**config.mk**
```make
export PLATFORM = sky130hd
export DESIGN_NAME = slice_detector
export DESIGN_NICKNAME = d
export VERILOG_FILES = /design/src/rtl/slice_detector.sv
export SDC_FILE = /design/constraint.sdc
export NUM_CORES = 1
export LEC_CHECK = 0
export CORE_ASPECT_RATIO = 1.4
export CORE_UTILIZATION = 54
export CTS_BUF_LIST = sky130_fd_sc_hd__clkbuf_4 sky130_fd_sc_hd__clkbuf_8 sky130_fd_sc_hd__clkbuf_16
export DETAILED_ROUTE_END_ITERATION = 8
export PLACE_DENSITY = 0.83
export SYNTH_ARGS = -nofsm -noshare
export SYNTH_HDL_FRONTEND = slang
export SYNTH_SLANG_ARGS = --single-unit
export TNS_END_PERCENT = 100
```
**constraint.sdc**
```tcl
create_clock -name i_vsync -period 4.5 [get_ports i_vsync]
set_clock_uncertainty 0.1 [all_clocks]
set_input_delay 0.675 -clock i_vsync [delete_from_list [all_inputs] [get_ports i_vsync]]
set_output_delay 0.675 -clock i_vsync [all_outputs]
set_load 0.02 [all_outputs]
```
**src/rtl/slice_detector.sv**
```systemverilog
// -----------------------------------------------------------------------------
// slice_detector
//   Slice-detection end of one fruit lane. Compares the tracked hand with the
//   fruit position every frame. When enough consecutive fast hand movements
//   pass through the fruit, it latches a direction code and sends it back to
//   the lane's coordinate generator. The code is held until the fruit respawns.
//
// Ports
//   i_vsync        frame clock; all state updates on its rising edge
//   i_reset_n      asynchronous active-low reset
//   i_hand_x/y     tracked hand position, pixels
//   i_hand_valid   hand position valid this frame
//   i_fruit_x/y    fruit top-left position, pixels
//   i_active       fruit is live and sliceable
//   i_new          one-frame pulse: fruit respawned
//   o_slice        0 none, 1 right, 2 left, 3 up, 4 down (held)
//   o_slice_event  one-frame pulse on the frame a slice is confirmed
//   o_swipe        registered: this frame met the speed threshold
// -----------------------------------------------------------------------------
module slice_detector #(
  parameter int unsigned HIT_RADIUS  = 24,
  parameter int unsigned FRUIT_HALF  = 32,
  parameter int unsigned SPEED_MIN   = 12,
  parameter int unsigned HITS_REQ    = 2,
  parameter int unsigned Y_OFFSCREEN = 768
) (
  input  logic       i_vsync,
  input  logic       i_reset_n,
  input  logic [9:0] i_hand_x,
  input  logic [9:0] i_hand_y,
  input  logic       i_hand_valid,
  input  logic [9:0] i_fruit_x,
  input  logic [9:0] i_fruit_y,
  input  logic       i_active,
  input  logic       i_new,
  output logic [2:0] o_slice,
  output logic       o_slice_event,
  output logic       o_swipe
);

  localparam logic [11:0] L_SPEED_MIN = 12'(SPEED_MIN);
  localparam logic [11:0] L_RADIUS    = 12'(HIT_RADIUS);
  localparam logic [10:0] L_HALF      = 11'(FRUIT_HALF);
  localparam logic [10:0] L_Y_OFF     = 11'(Y_OFFSCREEN);
  localparam logic [2:0]  L_HITS      = 3'(HITS_REQ);

  typedef enum logic [1:0] {
    ST_ARMED   = 2'd0,
    ST_CONFIRM = 2'd1,
    ST_SLICED  = 2'd2
  } state_e;

  state_e      r_state;
  logic [2:0]  r_hit_cnt;
  logic [9:0]  r_prev_x;
  logic [9:0]  r_prev_y;
  logic        r_prev_valid;

  // Motion since the previous frame
  logic signed [10:0] w_dx;
  logic signed [10:0] w_dy;
  logic [10:0]        w_adx;
  logic [10:0]        w_ady;
  logic [11:0]        w_spd;
  logic               w_sw;

  // Hand offset from fruit centre
  logic [10:0]        w_cx;
  logic [10:0]        w_cy;
  logic signed [11:0] w_ex;
  logic signed [11:0] w_ey;
  logic [11:0]        w_aex;
  logic [11:0]        w_aey;
  logic               w_hit;

  logic [2:0]         w_dir;
  logic [2:0]         w_cnt_inc;
  logic               w_qual;

  always_comb begin
    w_dx  = $signed({1'b0, i_hand_x}) - $signed({1'b0, r_prev_x});
    w_dy  = $signed({1'b0, i_hand_y}) - $signed({1'b0, r_prev_y});
    w_adx = w_dx[10] ? 11'(-w_dx) : 11'(w_dx);
    w_ady = w_dy[10] ? 11'(-w_dy) : 11'(w_dy);
    w_spd = {1'b0, w_adx} + {1'b0, w_ady};
    w_sw  = i_hand_valid & r_prev_valid & (w_spd >= L_SPEED_MIN);

    w_cx  = {1'b0, i_fruit_x} + L_HALF;
    w_cy  = {1'b0, i_fruit_y} + L_HALF;
    w_ex  = $signed({2'b00, i_hand_x}) - $signed({1'b0, w_cx});
    w_ey  = $signed({2'b00, i_hand_y}) - $signed({1'b0, w_cy});
    w_aex = w_ex[11] ? 12'(-w_ex) : 12'(w_ex);
    w_aey = w_ey[11] ? 12'(-w_ey) : 12'(w_ey);
    w_hit = i_hand_valid & i_active & ({1'b0, i_fruit_y} < L_Y_OFF)
            & (w_aex <= L_RADIUS) & (w_aey <= L_RADIUS);

    // Ties between axes resolve horizontally
    if (w_adx >= w_ady) begin
      w_dir = w_dx[10] ? 3'd2 : 3'd1;
    end else begin
      w_dir = w_dy[10] ? 3'd3 : 3'd4;
    end

    w_qual    = w_hit & w_sw;
    w_cnt_inc = r_hit_cnt + 3'd1;
  end

  always_ff @(posedge i_vsync or negedge i_reset_n) begin
    if (!i_reset_n) begin
      r_state       <= ST_ARMED;
      r_hit_cnt     <= 3'd0;
      r_prev_x      <= 10'd0;
      r_prev_y      <= 10'd0;
      r_prev_valid  <= 1'b0;
      o_slice       <= 3'd0;
      o_slice_event <= 1'b0;
      o_swipe       <= 1'b0;
    end else begin
      if (i_hand_valid) begin
        r_prev_x <= i_hand_x;
        r_prev_y <= i_hand_y;
      end
      r_prev_valid  <= i_hand_valid;
      o_swipe       <= w_sw;
      o_slice_event <= 1'b0;

      case (r_state)
        ST_ARMED: begin
          // Respawn wins over a simultaneous qualifying frame
          if (i_new) begin
            r_hit_cnt <= 3'd0;
          end else if (w_qual) begin
            if (3'd1 >= L_HITS) begin
              r_state       <= ST_SLICED;
              r_hit_cnt     <= 3'd0;
              o_slice       <= w_dir;
              o_slice_event <= 1'b1;
            end else begin
              r_state   <= ST_CONFIRM;
              r_hit_cnt <= 3'd1;
            end
          end else begin
            r_hit_cnt <= 3'd0;
          end
        end

        ST_CONFIRM: begin
          if (i_new) begin
            r_state   <= ST_ARMED;
            r_hit_cnt <= 3'd0;
          end else if (w_qual) begin
            if (w_cnt_inc >= L_HITS) begin
              r_state       <= ST_SLICED;
              r_hit_cnt     <= 3'd0;
              o_slice       <= w_dir;
              o_slice_event <= 1'b1;
            end else begin
              r_hit_cnt <= w_cnt_inc;
            end
          end else begin
            r_state   <= ST_ARMED;
            r_hit_cnt <= 3'd0;
          end
        end

        ST_SLICED: begin
          // Code held regardless of active/off-screen until respawn
          if (i_new) begin
            r_state   <= ST_ARMED;
            r_hit_cnt <= 3'd0;
            o_slice   <= 3'd0;
          end
        end

        default: begin
          r_state   <= ST_ARMED;
          r_hit_cnt <= 3'd0;
          o_slice   <= 3'd0;
        end
      endcase
    end
  end

endmodule

```
==> impl_results.md <==
- Hold depth: 1
- Port bufs: between 40 and 50
- Final WL: between 20,000 and 25,000 µm
- I/O pins: 50
- Synth Instances: approximately 630
- EDFF count, synth: 0
- Antenna violations before repair: 0
- Final Power: 3.22 mW
- DRC: 0
- Met3 Wirelength: 1740 µm
- Final Setup Violations: 8
- Final nets: 961
- Worst-Skew Late Latency: 0.28 ns
- Vias in the first global route: 5,939
- Reg-to-Reg Start: r_prev_x[0]
- Max-Cap Viols: 0
- Top_reg_cell synth: dfrtp_1
- Met2 wire length: just over 10,000 µm
- RSZ-0062 raised after global routing: yes
- Worst hold margin: 0.429 ns
- Antenna cells: 0
- LEAKAGE: 3.65 nW
- Clock transition at the registers of the reported paths: 0.06 ns
- Fin crit share: 121%
- R2R depth: 22
- Routed Antenna Nets: 0
- H-tree levels: 2
- Internal: 1.73 mW
- Slowest cell delay on critical path: 0.47 ns
- Seq cells post-synth: 31
- R2r setup slk: -0.90 ns
- Die width: approximately 83 µm
- Gate power share: 77.5%
- Min-Delay Endpoint: r_hit_cnt[2]
- Worst min path class: register to register
- Post-layout minimum cycle time: 5.46 ns
- Crit path depth: 24
- Clock tree buffer depth: 2
- Critical path endpoint category: register
- Layout area overhead: 52.4%
- Worst-margin pin slew: 0.762 ns
- Worst setup margin: -0.962 ns
- Row Count: 41
- Arr. time, crit path: 5.54 ns
- Relative slew slack: approximately half
- Clock share of power: 13.1%
- Worst-path cell with the longest stage delay: a2111oi_4
- Gpl congestion: around 0.91
- Critical Path RT: 4.58 ns
- Die Y: 116 µm
- Core ar.: 8980 µm²
- Grt ovf: 0
- Violated checks: negative setup slack
- Hold wc startpoint: r_hit_cnt[2]
- Reg power frac: 9.4%
- Initial DRC count: 662
- Hpwl dp: 10,900 µm
- Die area: 9620 µm²
- GRT Util Overall: 35.0%
- Pin count of the biggest net entering global routing: 42
- Via density: 6.56
- First-pass GRT wire length: 27,100 µm
- Filler cells: about 440
- Post-synth ARST share: 100%
- Share of layout cells above drive strength 1: 35.6%
- Status: complete, but fails checks
- Root buffer cell: clkbuf_16
- Post-DR wirelength/cell: roughly 22 µm
- Routed vias: 6,134
- CP cell instances: buf_8, inv_6, ha_4, inv_2, fa_2, a21o_1, a21oi_4, nor2b_2, o21ai_2, buf_4, a21oi_4, a31o_2, nor2_1, xor2_2, ha_4, or3b_4, a2111oi_4, o221ai_4, o311ai_4, nor4_4, and4_4, buf_4, o21ai_2, o21bai_1
- # clock sinks: 31
- Mean Syn Cell Area: 7.90 µm²
- Final Hold Vio Count: 0
- Final Slew Violations: 0
- Max Freq: 183 MHz
- Register area share after synthesis: 15.6%
- Drt pass-1 iters: 8
- Switching share of power: 46.3%
- M1 WL: approximately 6400 µm
- Critical R2R Capture: o_slice[0]
- CTS Buf Count: 5
- Yosys warns: 0
- Worst-path maximum fanout: 5
- CP Buf/Inv Count: 5
- Setup CP Type: primary input to register
- Initial Utilization: 55.5%
- Power Dens Cells: 424 nW/µm²
- NetSw: 1.49 mW
- Mapped Area: 4980 µm²
- Delay-heaviest family, CP: compound AO/OA/AOI/OAI gates
- Post-synth cell types: 85
- CTS tree: built
- Worst VDD drop: 0.292 mV
- Syn nets: 765
- Nature of the critical path startpoint: primary input
- Max Used Layer: met4
## power groups by stage
| stage | registers [mW] | logic, mW | clock network, mW |
|---|---|---|---|
| after detailed placement | 0.307 | 1.78 | 0 |
| final | 0.304 | 2.50 | 0.420 |
| after CTS | 0.302 | 2.04 | 0.411 |
| after floorplan | 0.306 | 1.10 | 0 |
| after global placement | 0.306 | 1.70 | 0 |
| after global routing | 0.304 | 2.60 | 0.427 |
## repair_timing
action	in CTS	in global routing
gates cloned	0	0
resized for setup	83	64
buffers inserted	29	15
pin swaps	49	43
endpoints found under the setup margin	8	8
hold buffers	0	0
## state kept, by name, summed over array words and instances, names as in the netlist
register and count:
o_slice_event 1, o_slice 3, r_hit_cnt 3, r_prev_x 10, o_swipe 1, r_prev_y 10
r_state 2, r_prev_valid 1
## stage by stage
step / utilization (%) / setup TNS, ns / area [µm²] / setup WS [ns] / instances
3_3_place_gp: 71.8 / -7.55 / 6440 / -1.04 / 884
6_report: 84.6 / -5.62 / 7590 / -0.962 / 935
4_1_cts: 79.3 / -3.55 / 7120 / -0.602 / 920
2_1_floorplan: - / -1.47 / 5070 / -0.425 / 631
5_1_grt: 84.6 / -6.68 / 7590 / -1.07 / 935
3_5_place_dp: 71.8 / -9.11 / 6440 / -1.25 / 884
## layout by cell type, fill, tap and decap left out, types with 5 or more instances in the layout
master	instances
buf_4	149
inv_1	92
ha_1	70
nand2_1	45
clkdlybuf4s50_1	42
nor2_1	39
dfrtp_1	31
o21ai_0	28
a21oi_1	23
xnor2_1	18
a21o_1	14
xor2_1	11
nor3_1	10
a21oi_2	10
o21ai_2	9
xnor2_2	8
nor2b_1	8
nand2b_1	8
a211oi_1	8
o21a_1	8
ha_4	8
xor2_2	6
ha_2	6
clkbuf_16	5
## cells in the mapped netlist, types with 4 or more instances
cell type | n | area share [%]
or3_1 | 4 | 0.50
and3_1 | 4 | 0.50
o21a_1 | 8 | 1.2
nand2b_1 | 11 | 1.4
and4_1 | 4 | 0.70
o211ai_1 | 4 | 0.60
or2_2 | 4 | 0.50
ha_1 | 84 | 21
nor4_1 | 4 | 0.50
nand2_1 | 47 | 3.5
dfrtp_1 | 31 | 16
nor2_1 | 45 | 3.4
o21bai_1 | 4 | 0.60
or4_1 | 5 | 0.75
xor2_1 | 17 | 3.0
a21o_1 | 14 | 2.1
inv_1 | 99 | 7.5
o21ai_1 | 8 | 0.80
a21oi_1 | 34 | 3.4
nor3_1 | 13 | 1.3
o21ai_0 | 35 | 3.5
a211oi_1 | 11 | 1.7
xnor2_1 | 28 | 4.9
nand3b_1 | 4 | 0.60
nand3_1 | 7 | 0.70
nor2b_1 | 13 | 1.6
fa_1 | 5 | 2.0
mux2_2 | 4 | 0.90
## metal layers
metal	vias to the layer above	global-route usage [%]
met5	-	0
met4	0	25.1
met3	219	5.98
met2	526	67.4
met1	2799	33.8
li1	2590	-
## how the worst max path moves through the flow
stage,from,endpoint
floorplan,i_hand_y[0],o_slice[2]
CTS,i_hand_y[0],o_slice[2]
detailed placement,i_hand_y[0],o_slice[2]
global route,i_hand_x[0],o_slice[0]
finish,i_hand_x[0],o_slice[0]
global placement,i_hand_y[0],o_slice[2]
## cells by family (layout without fill, tap and decap cells)
logic type | count (synthesis) | in the layout | synth area share [%]
adder cells (fa/ha/maj) | 89 | 89 | 23.1
AO/OA/AOI/OAI | 166 | 166 | 24.1
multiplexers | 7 | 7 | 1.51
XOR/XNOR | 45 | 45 | 7.91
flip-flops | 31 | 31 | 15.6
AND/OR/NAND/NOR | 182 | 182 | 19.0
buffers and inverters | 111 | 308 | 8.84
## layout make-up
| class | count | area [µm²] | share of cell area, % |
|---|---|---|---|
| Clock buffer | 6 | 139 | 1.83 |
| Multi-Input combinational cell | 489 | 4470 | 58.9 |
| Inverter | 99 | 392 | 5.16 |
| Clock inverter | 2 | 35.0 | 0.461 |
| Tap cell | 107 | 134 | 1.76 |
| Sequential cell | 31 | 776 | 10.2 |
| Timing Repair Buffer | 201 | 1650 | 21.7 |
Note: power is estimated with default switching activity, not from simulation.
